--- src/rtl/load_store_unit.sv ---
// Memory-stage load/store front end: turns byte/half/word accesses into aligned
// word accesses on DataMemory. Sub-word stores use read-modify-write, and sub-word
// loads are extracted and extended. Big-endian byte order.
module load_store_unit #(
  parameter int unsigned READ_LATENCY = 1
) (
  input  logic        clk,
  input  logic        rst_n,
  input  logic        req_valid,
  input  logic        req_store,
  input  logic [1:0]  req_size,
  input  logic        req_unsigned,
  input  logic [31:0] req_addr,
  input  logic [31:0] req_wdata,
  output logic        stall,
  output logic        resp_valid,
  output logic [31:0] resp_rdata,
  output logic        addr_error,
  output logic [31:0] mem_address,
  output logic [31:0] mem_writeData,
  output logic        mem_write,
  output logic        mem_read,
  input  logic [31:0] mem_readData
);

  typedef enum logic [1:0] {StIdle, StRead, StWrite, StDone} state_e;

  state_e      r_state, w_state_next;
  logic        r_store, r_unsigned, r_err;
  logic [1:0]  r_size, r_off;
  logic [3:0]  r_cnt;
  logic [31:0] r_wdata, r_addr, r_rdata;

  logic        w_misaligned, w_read_last, w_word;
  logic [7:0]  w_byte;
  logic [15:0] w_half;
  logic [31:0] w_merged, w_load;

  // Size 11 behaves as a word access.
  assign w_misaligned = (req_size == 2'b01 && req_addr[0]) ||
                        (req_size[1] && req_addr[1:0] != 2'b00);
  assign w_word       = r_size[1];
  assign w_read_last  = (r_cnt == 4'(READ_LATENCY - 1));

  // State register.
  always_ff @(posedge clk or negedge rst_n) begin
    if (!rst_n) r_state <= StIdle;
    else        r_state <= w_state_next;
  end

  // Next-state logic.
  always_comb begin
    w_state_next = r_state;
    unique case (r_state)
      StIdle: begin
        if (req_valid) begin
          if (w_misaligned)                  w_state_next = StDone;
          else if (req_store && req_size[1]) w_state_next = StWrite;
          else                               w_state_next = StRead;
        end
      end
      StRead:  if (w_read_last) w_state_next = r_store ? StWrite : StDone;
      StWrite: w_state_next = StDone;
      StDone:  w_state_next = StIdle;
      default: w_state_next = StIdle;
    endcase
  end

  // Request latch, read-latency counter and sampled memory word.
  always_ff @(posedge clk or negedge rst_n) begin
    if (!rst_n) begin
      r_store    <= 1'b0;
      r_unsigned <= 1'b0;
      r_err      <= 1'b0;
      r_size     <= 2'b00;
      r_off      <= 2'b00;
      r_cnt      <= 4'd0;
      r_wdata    <= 32'd0;
      r_addr     <= 32'd0;
      r_rdata    <= 32'd0;
    end else begin
      if (r_state == StIdle && req_valid) begin
        r_store    <= req_store;
        r_unsigned <= req_unsigned;
        r_err      <= w_misaligned;
        r_size     <= req_size;
        r_off      <= req_addr[1:0];
        r_cnt      <= 4'd0;
        r_wdata    <= req_wdata;
        r_addr     <= {req_addr[31:2], 2'b00};
      end else if (r_state == StRead) begin
        r_cnt <= r_cnt + 4'd1;
        if (w_read_last) r_rdata <= mem_readData;
      end
    end
  end

  // Store merge: replace the addressed byte/half of the sampled word.
  always_comb begin
    w_merged = r_rdata;
    if (r_size == 2'b00) begin
      unique case (r_off)
        2'd0: w_merged[31:24] = r_wdata[7:0];
        2'd1: w_merged[23:16] = r_wdata[7:0];
        2'd2: w_merged[15:8]  = r_wdata[7:0];
        2'd3: w_merged[7:0]   = r_wdata[7:0];
        default: w_merged = r_rdata;
      endcase
    end else if (r_size == 2'b01) begin
      if (r_off[1]) w_merged[15:0]  = r_wdata[15:0];
      else          w_merged[31:16] = r_wdata[15:0];
    end
  end

  // Load extraction and sign/zero extension.
  always_comb begin
    unique case (r_off)
      2'd0:    w_byte = r_rdata[31:24];
      2'd1:    w_byte = r_rdata[23:16];
      2'd2:    w_byte = r_rdata[15:8];
      default: w_byte = r_rdata[7:0];
    endcase
    w_half = r_off[1] ? r_rdata[15:0] : r_rdata[31:16];
    if (w_word)
      w_load = r_rdata;
    else if (r_size[0])
      w_load = {{16{w_half[15] & ~r_unsigned}}, w_half};
    else
      w_load = {{24{w_byte[7] & ~r_unsigned}}, w_byte};
  end

  // Outputs decode straight from state so reset drops strobes asynchronously.
  always_comb begin
    stall         = (r_state == StIdle && req_valid) || r_state == StRead || r_state == StWrite;
    mem_read      = (r_state == StRead);
    mem_write     = (r_state == StWrite);
    mem_address   = r_addr;
    mem_writeData = mem_write ? (w_word ? r_wdata : w_merged) : 32'd0;
    resp_valid    = (r_state == StDone) && !r_store && !r_err;
    resp_rdata    = resp_valid ? w_load : 32'd0;
    addr_error    = (r_state == StDone) && r_err;
  end

endmodule

--- config.mk ---
export PLATFORM = sky130hd
export DESIGN_NAME = load_store_unit
export DESIGN_NICKNAME = d
export VERILOG_FILES = /design/src/rtl/load_store_unit.sv
export SDC_FILE = /design/constraint.sdc
export NUM_CORES = 1
export LEC_CHECK = 0
export ABC_AREA = 1
export CAP_MARGIN = 10
export CORE_ASPECT_RATIO = 1.2
export CORE_MARGIN = 4
export CORE_UTILIZATION = 35
export CTS_CLUSTER_DIAMETER = 30
export DETAILED_ROUTE_END_ITERATION = 8
export GPL_ROUTABILITY_DRIVEN = 1
export HOLD_SLACK_MARGIN = 0.02
export PLACE_DENSITY = 0.64
export SLEW_MARGIN = 20
export SYNTH_ARGS = -nofsm -noshare
export SYNTH_HDL_FRONTEND = slang
export SYNTH_SLANG_ARGS = --single-unit
--- constraint.sdc ---
create_clock -name clk -period 1.8 [get_ports clk]
set_input_delay 0.27 -clock clk [delete_from_list [all_inputs] [get_ports clk]]
set_output_delay 0.27 -clock clk [all_outputs]
set_load 0.02 [all_outputs]
# Word level (Yosys, flattened, before mapping)

Cells that the tools add are included.

Add/sub/neg operators: 1
Equality and inequality tests: 10
Mux-type cells: 23
Bitwise logic cells: 4
Reduce and logical (&&, ||, !) cells: 20

Operators with widths:

| kind                | number |
|---|---|
| $mux 32             | 7 |
| $mux 16             | 3 |
| $mux 8              | 4 |
| $pmux 8 s3          | 1 |
| $eq 2x1->1 const B  | 4 |
| $eq 2x2->1 const B  | 4 |
| $mux 2              | 4 |
| $mux 4              | 2 |
| $pmux 2 s4          | 1 |
| $logic_and 1x1->1   | 7 |
| $logic_not 2->1     | 3 |
| $add 4x1->4 const B | 1 |
| $logic_not 4->1     | 1 |
| $reduce_bool 2->1   | 2 |
| $logic_or 1x1->1    | 3 |
| $reduce_and 3->1    | 1 |
| $and 1x1->1         | 2 |
| $logic_not 1->1     | 2 |
| $ne 2x1->1 const B  | 1 |
| $ne 2x2->1 const B  | 1 |
| $not 1->1           | 2 |
| $reduce_and 2->1    | 1 |
| $mux 1              | 1 |

Register bits after elaboration: 107
Input bits: 103
Logic and storage cells: 68

# Logic depth before layout (Yosys ltp)

Word-level depth: 6
Gate-level depth with buffers: 11

# Least setup slack after synthesis

No wires, ideal clock.

Path kind: flip-flop to output port
Start: reg r_state[0]
End: out resp_rdata[0]
Data arrival time: 1.579 ns
Slack: -0.049 ns
Cell stages (with the launch flop): 6
Path buffers: 0
Cells stage by stage: dfrtp_1 ha_1 inv_1 nor3_4 o221ai_1 a21oi_1

Word-level cells in the longest chain between the ends: 4

RTL lines:

| element                        | line | RTL |
|---|---|---|
| start: declaration             | 28   | `state_e r_state, w_state_next;` |
| start signal: assignment       | 47   | `if (!rst_n) r_state <= StIdle;` |
| start signal: assignment       | 48   | `else r_state <= w_state_next;` |
| $eq 2x2->1                     | 139  | `resp_valid = (r_state == StDone) && !r_store && !r_err;` |
| $logic_and 1x1->1 (2 in a row) | 139  |  |
| via resp_valid                 | 16   | `output logic resp_valid,` |
| $mux 32                        | 140  | `resp_rdata = resp_valid ? w_load : 32'd0;` |
| end: declaration               | 17   | `output logic [31:0] resp_rdata,` |

The timed path passes the listed nets, and every way through them passes these cells.

# Worst setup path in the final report

Start: reg r_size[1]
End: out mem_writeData[30]

Word-level cells in the longest chain between the ends: 5
Elaborated cells between the ends (all ways): 6

RTL lines:

| element                  | line | RTL |
|---|---|---|
| start: declaration       | 30   | `logic [1:0] r_size, r_off;` |
| start signal: assignment | 86   | `r_size <= req_size;` |
| $eq 2x1->1               | 109  | `end else if (r_size == 2'b01) begin` |
| $mux 32                  | 109  |  |
| $mux 32                  | 101  | `if (r_size == 2'b00) begin` |
| $mux 32 (*) (2 in a row) | 138  | `mem_writeData = mem_write ? (w_word ? r_wdata : w_merged) : 32'd0;` |
| end: declaration         | 20   | `output logic [31:0] mem_writeData,` |

Mark *: on every way between the ends. The rest lies on a longest branch, timed or not.

==> run summary <==
Status - finished, violations left
Failing checks - setup timing
Rel. slew slack - 0.5460
Layout cell share with drive strength beyond 1 - 0.2929
Crit path launch - r_size[1]
Critical R2R Launch - r_state[0]
Drt via density - 5.031
Reg2reg setup slack - 0.10 ns
Total Power - 19.82 mW
Worst path required time - 1.53 ns
Initial antenna violation count - 0
Nets - 1219
Post-Route Utilization - 0.5918
Fin cells - 1329
CP Max Fanout - 4
Hold path start - req_addr[7]
Setup TNS - -18.12 ns
DP Cell Count - 1294
First-pass GRT wire length - 33880 um
Worst R2R End - r_wdata[8]
CTS max path bufs - 2
Drt wl/cell - 16.65 um
Syn_area_per_cell - 7.415 um2
FF+latch area - 0.002683 mm2
Final Hold Fails - 0
Seq cells post-synth - 107
Clk_lat worst skew - 0.35 ns
Crit Path Class - flip-flop to primary output
IO Pins - 204
Top post-synthesis cells by count - 227 x nand2_1, 108 x nor2_1, 107 x dfrtp_1
RSZ-0062 raised after global routing - true
Final WS setup - -0.3797 ns
Vias in the first global route - 6416
Clk_skew - 0.004851 ns
Antenna Nets Post-Route - 0
Die Wd - 128.0 um
CTS buffer count - 9
Most common cell in the netlist - nand2_1
Synth Flop Type - dfrtp_1
Max-Cap Viols - 0
Leak - 4.741 nW
Clock Tree Root - clkbuf_16
Area after DPL - 0.009120 mm2
Hold crit path type - primary input to flip-flop
Post-route cell area - 0.01001 mm2
Area Overhead vs Synth - 65.45%
1st-iter DRT viols - 460
Final setup vio count - 64
Crit path arrival time - 1.91 ns
Total gr overflow - 0
Post-synth top area share - 0.4425
Max Clock Freq - 458.8 MHz
Fin. max-slew vios - 0
Library cells used by synthesis - 36
Port bufs - 201
Ant. Diodes - 0
Reg clk slew, reported paths - 0.07 ns
Initial Util - 0.3577
DRT Pass-1 Iters - 7
Synth warn - 0
Post-synth EDFFs - 0
Crit end category - primary output
Total Wirelength - 22130 um
Hold endpoint - mem_address[7]
Max VDD drop - 0.7906 mV
Cell taking the most area after synthesis - dfrtp_1
HPWL Detailed - 15960 um
Worst-Margin Slew - 0.6810 ns
Routed vias - 6686
Core Box Area - 0.01692 mm2
Syn Inst Count - 816
Multi-input logic area - 0.003238 mm2
# rows - 52
H-Tree Depth - 3
Mapped cell area - 0.006051 mm2
CP startpoint kind - flip-flop
Post-synthesis sequential area ratio - 0.4425
Async S/R FF share, synth - 1.000
GP Congestion - 0.9225
Top post-synthesis cells by area - dfrtp_1 44%, nand2_1 14%, nor2_1 6.7%
Power per cell area - 1980 mW/mm2
GRT Total Usage - 0.2195
DRC violations left - 0
Worst hold stages - 3
Hold Slack - 0.4411 ns
Die footprint - 0.01946 mm2
Tmin final - 2.180 ns
Reg2Reg Depth - 10
TritonCTS clock tree - done
Die height - 152.0 um
Period utilization - 1.211
CTS Sinks - 107
Largest net degree at the start of global routing - 108
Filler instances - 1509
DP Worst Slack - -0.5226 ns
## registers in the layout, summed over array words and instances, names as in the netlist
signal	flops
r_rdata	32
r_wdata	32
mem_address	30
r_cnt	4
r_off	2
r_size	2
r_state	2
r_err	1
r_store	1
r_unsigned	1
## where the power goes
| group | switching [mW] | total, mW | internal (mW) |
|---|---|---|---|
| Sequential | 0.856 | 4.44 | 3.58 |
| Combinational | 7.37 | 13.5 | 6.10 |
| Clock | 0.929 | 1.91 | 0.978 |
| Total | 9.16 | 19.8 | 10.7 |
## routing by layer
| layer | wire (um) | vias to the layer above | part of all wire | GRT usage |
|---|---|---|---|---|
| met5 | 0 | - | 0 | 0 |
| met1 | 9260 | 3097 | 0.42 | 0.2857 |
| li1 | - | 3264 | - | - |
| met2 | 10510 | 281 | 0.47 | 0.3547 |
| met4 | 687 | 0 | 0.031 | 0.08696 |
| met3 | 1679 | 44 | 0.076 | 0.04740 |
## what timing repair did
item                       in CTS  in global routing
setup endpoints to repair     131                118
hold buffers                    1                  0
resized for setup             458                 65
hold endpoints to repair        1                  0
cloned                          4                  2
buffers inserted               10                  2
pin swaps                      15                 27
## final cells by class
cell class	count	area share
Inverter	69	0.02787
Clock inverter	6	0.003999
Tap cell	216	0.02700
Sequential cell	107	0.2680
Multi-Input combinational cell	591	0.3235
Clock buffer	10	0.02387
Timing Repair Buffer	330	0.3258
## cells in the final DEF (no fill, tap or decap), drive strengths merged, types with 3 or more instances in the layout
cell type,netlist,final
inv,69,70
nor2,122,122
dfrtp,107,107
clkinv,0,4
a31oi,10,10
ha,8,8
a21oi,80,80
nand3,8,8
clkdlybuf4s50,0,131
o221ai,14,14
o211ai,4,4
nand2,231,231
o21ai,74,74
nor3,3,3
o22ai,27,27
buf,26,195
clkbuf,24,11
## logic make-up (layout without fill, tap and decap cells)
| kind of cell | after synthesis | count (layout) | synth area share |
|---|---|---|---|
| AOI/OAI and AO/OA | 212 | 212 | 0.1946 |
| adders and majority gates | 8 | 8 | 0.01654 |
| buffers and inverters | 119 | 415 | 0.08747 |
| DFF | 107 | 107 | 0.4425 |
| muxes | 2 | 2 | 0.003722 |
| other | 1 | 2 | 0.0006198 |
| and+or+nand+nor | 367 | 367 | 0.2546 |
## worst max-delay path: stages, from the launching register on
cell and delay, ns:
dfrtp_2 0.46, buf_6 0.14, nor2_4 0.21, buf_6 0.14, nand3_2 0.06, o211ai_1 0.12
nor2_1 0.06, nor2_1 0.18, buf_4 0.18
## worst max path at each step
stage                              endpoint  cells after the start
after detailed placement     resp_rdata[28]                     10
after global routing         resp_rdata[28]                     12
after floorplan               resp_rdata[0]                      5
after CTS                    resp_rdata[28]                     12
after global placement       resp_rdata[28]                     12
final                     mem_writeData[30]                      8
No activity file was read; power rests on OpenSTA's default activity.
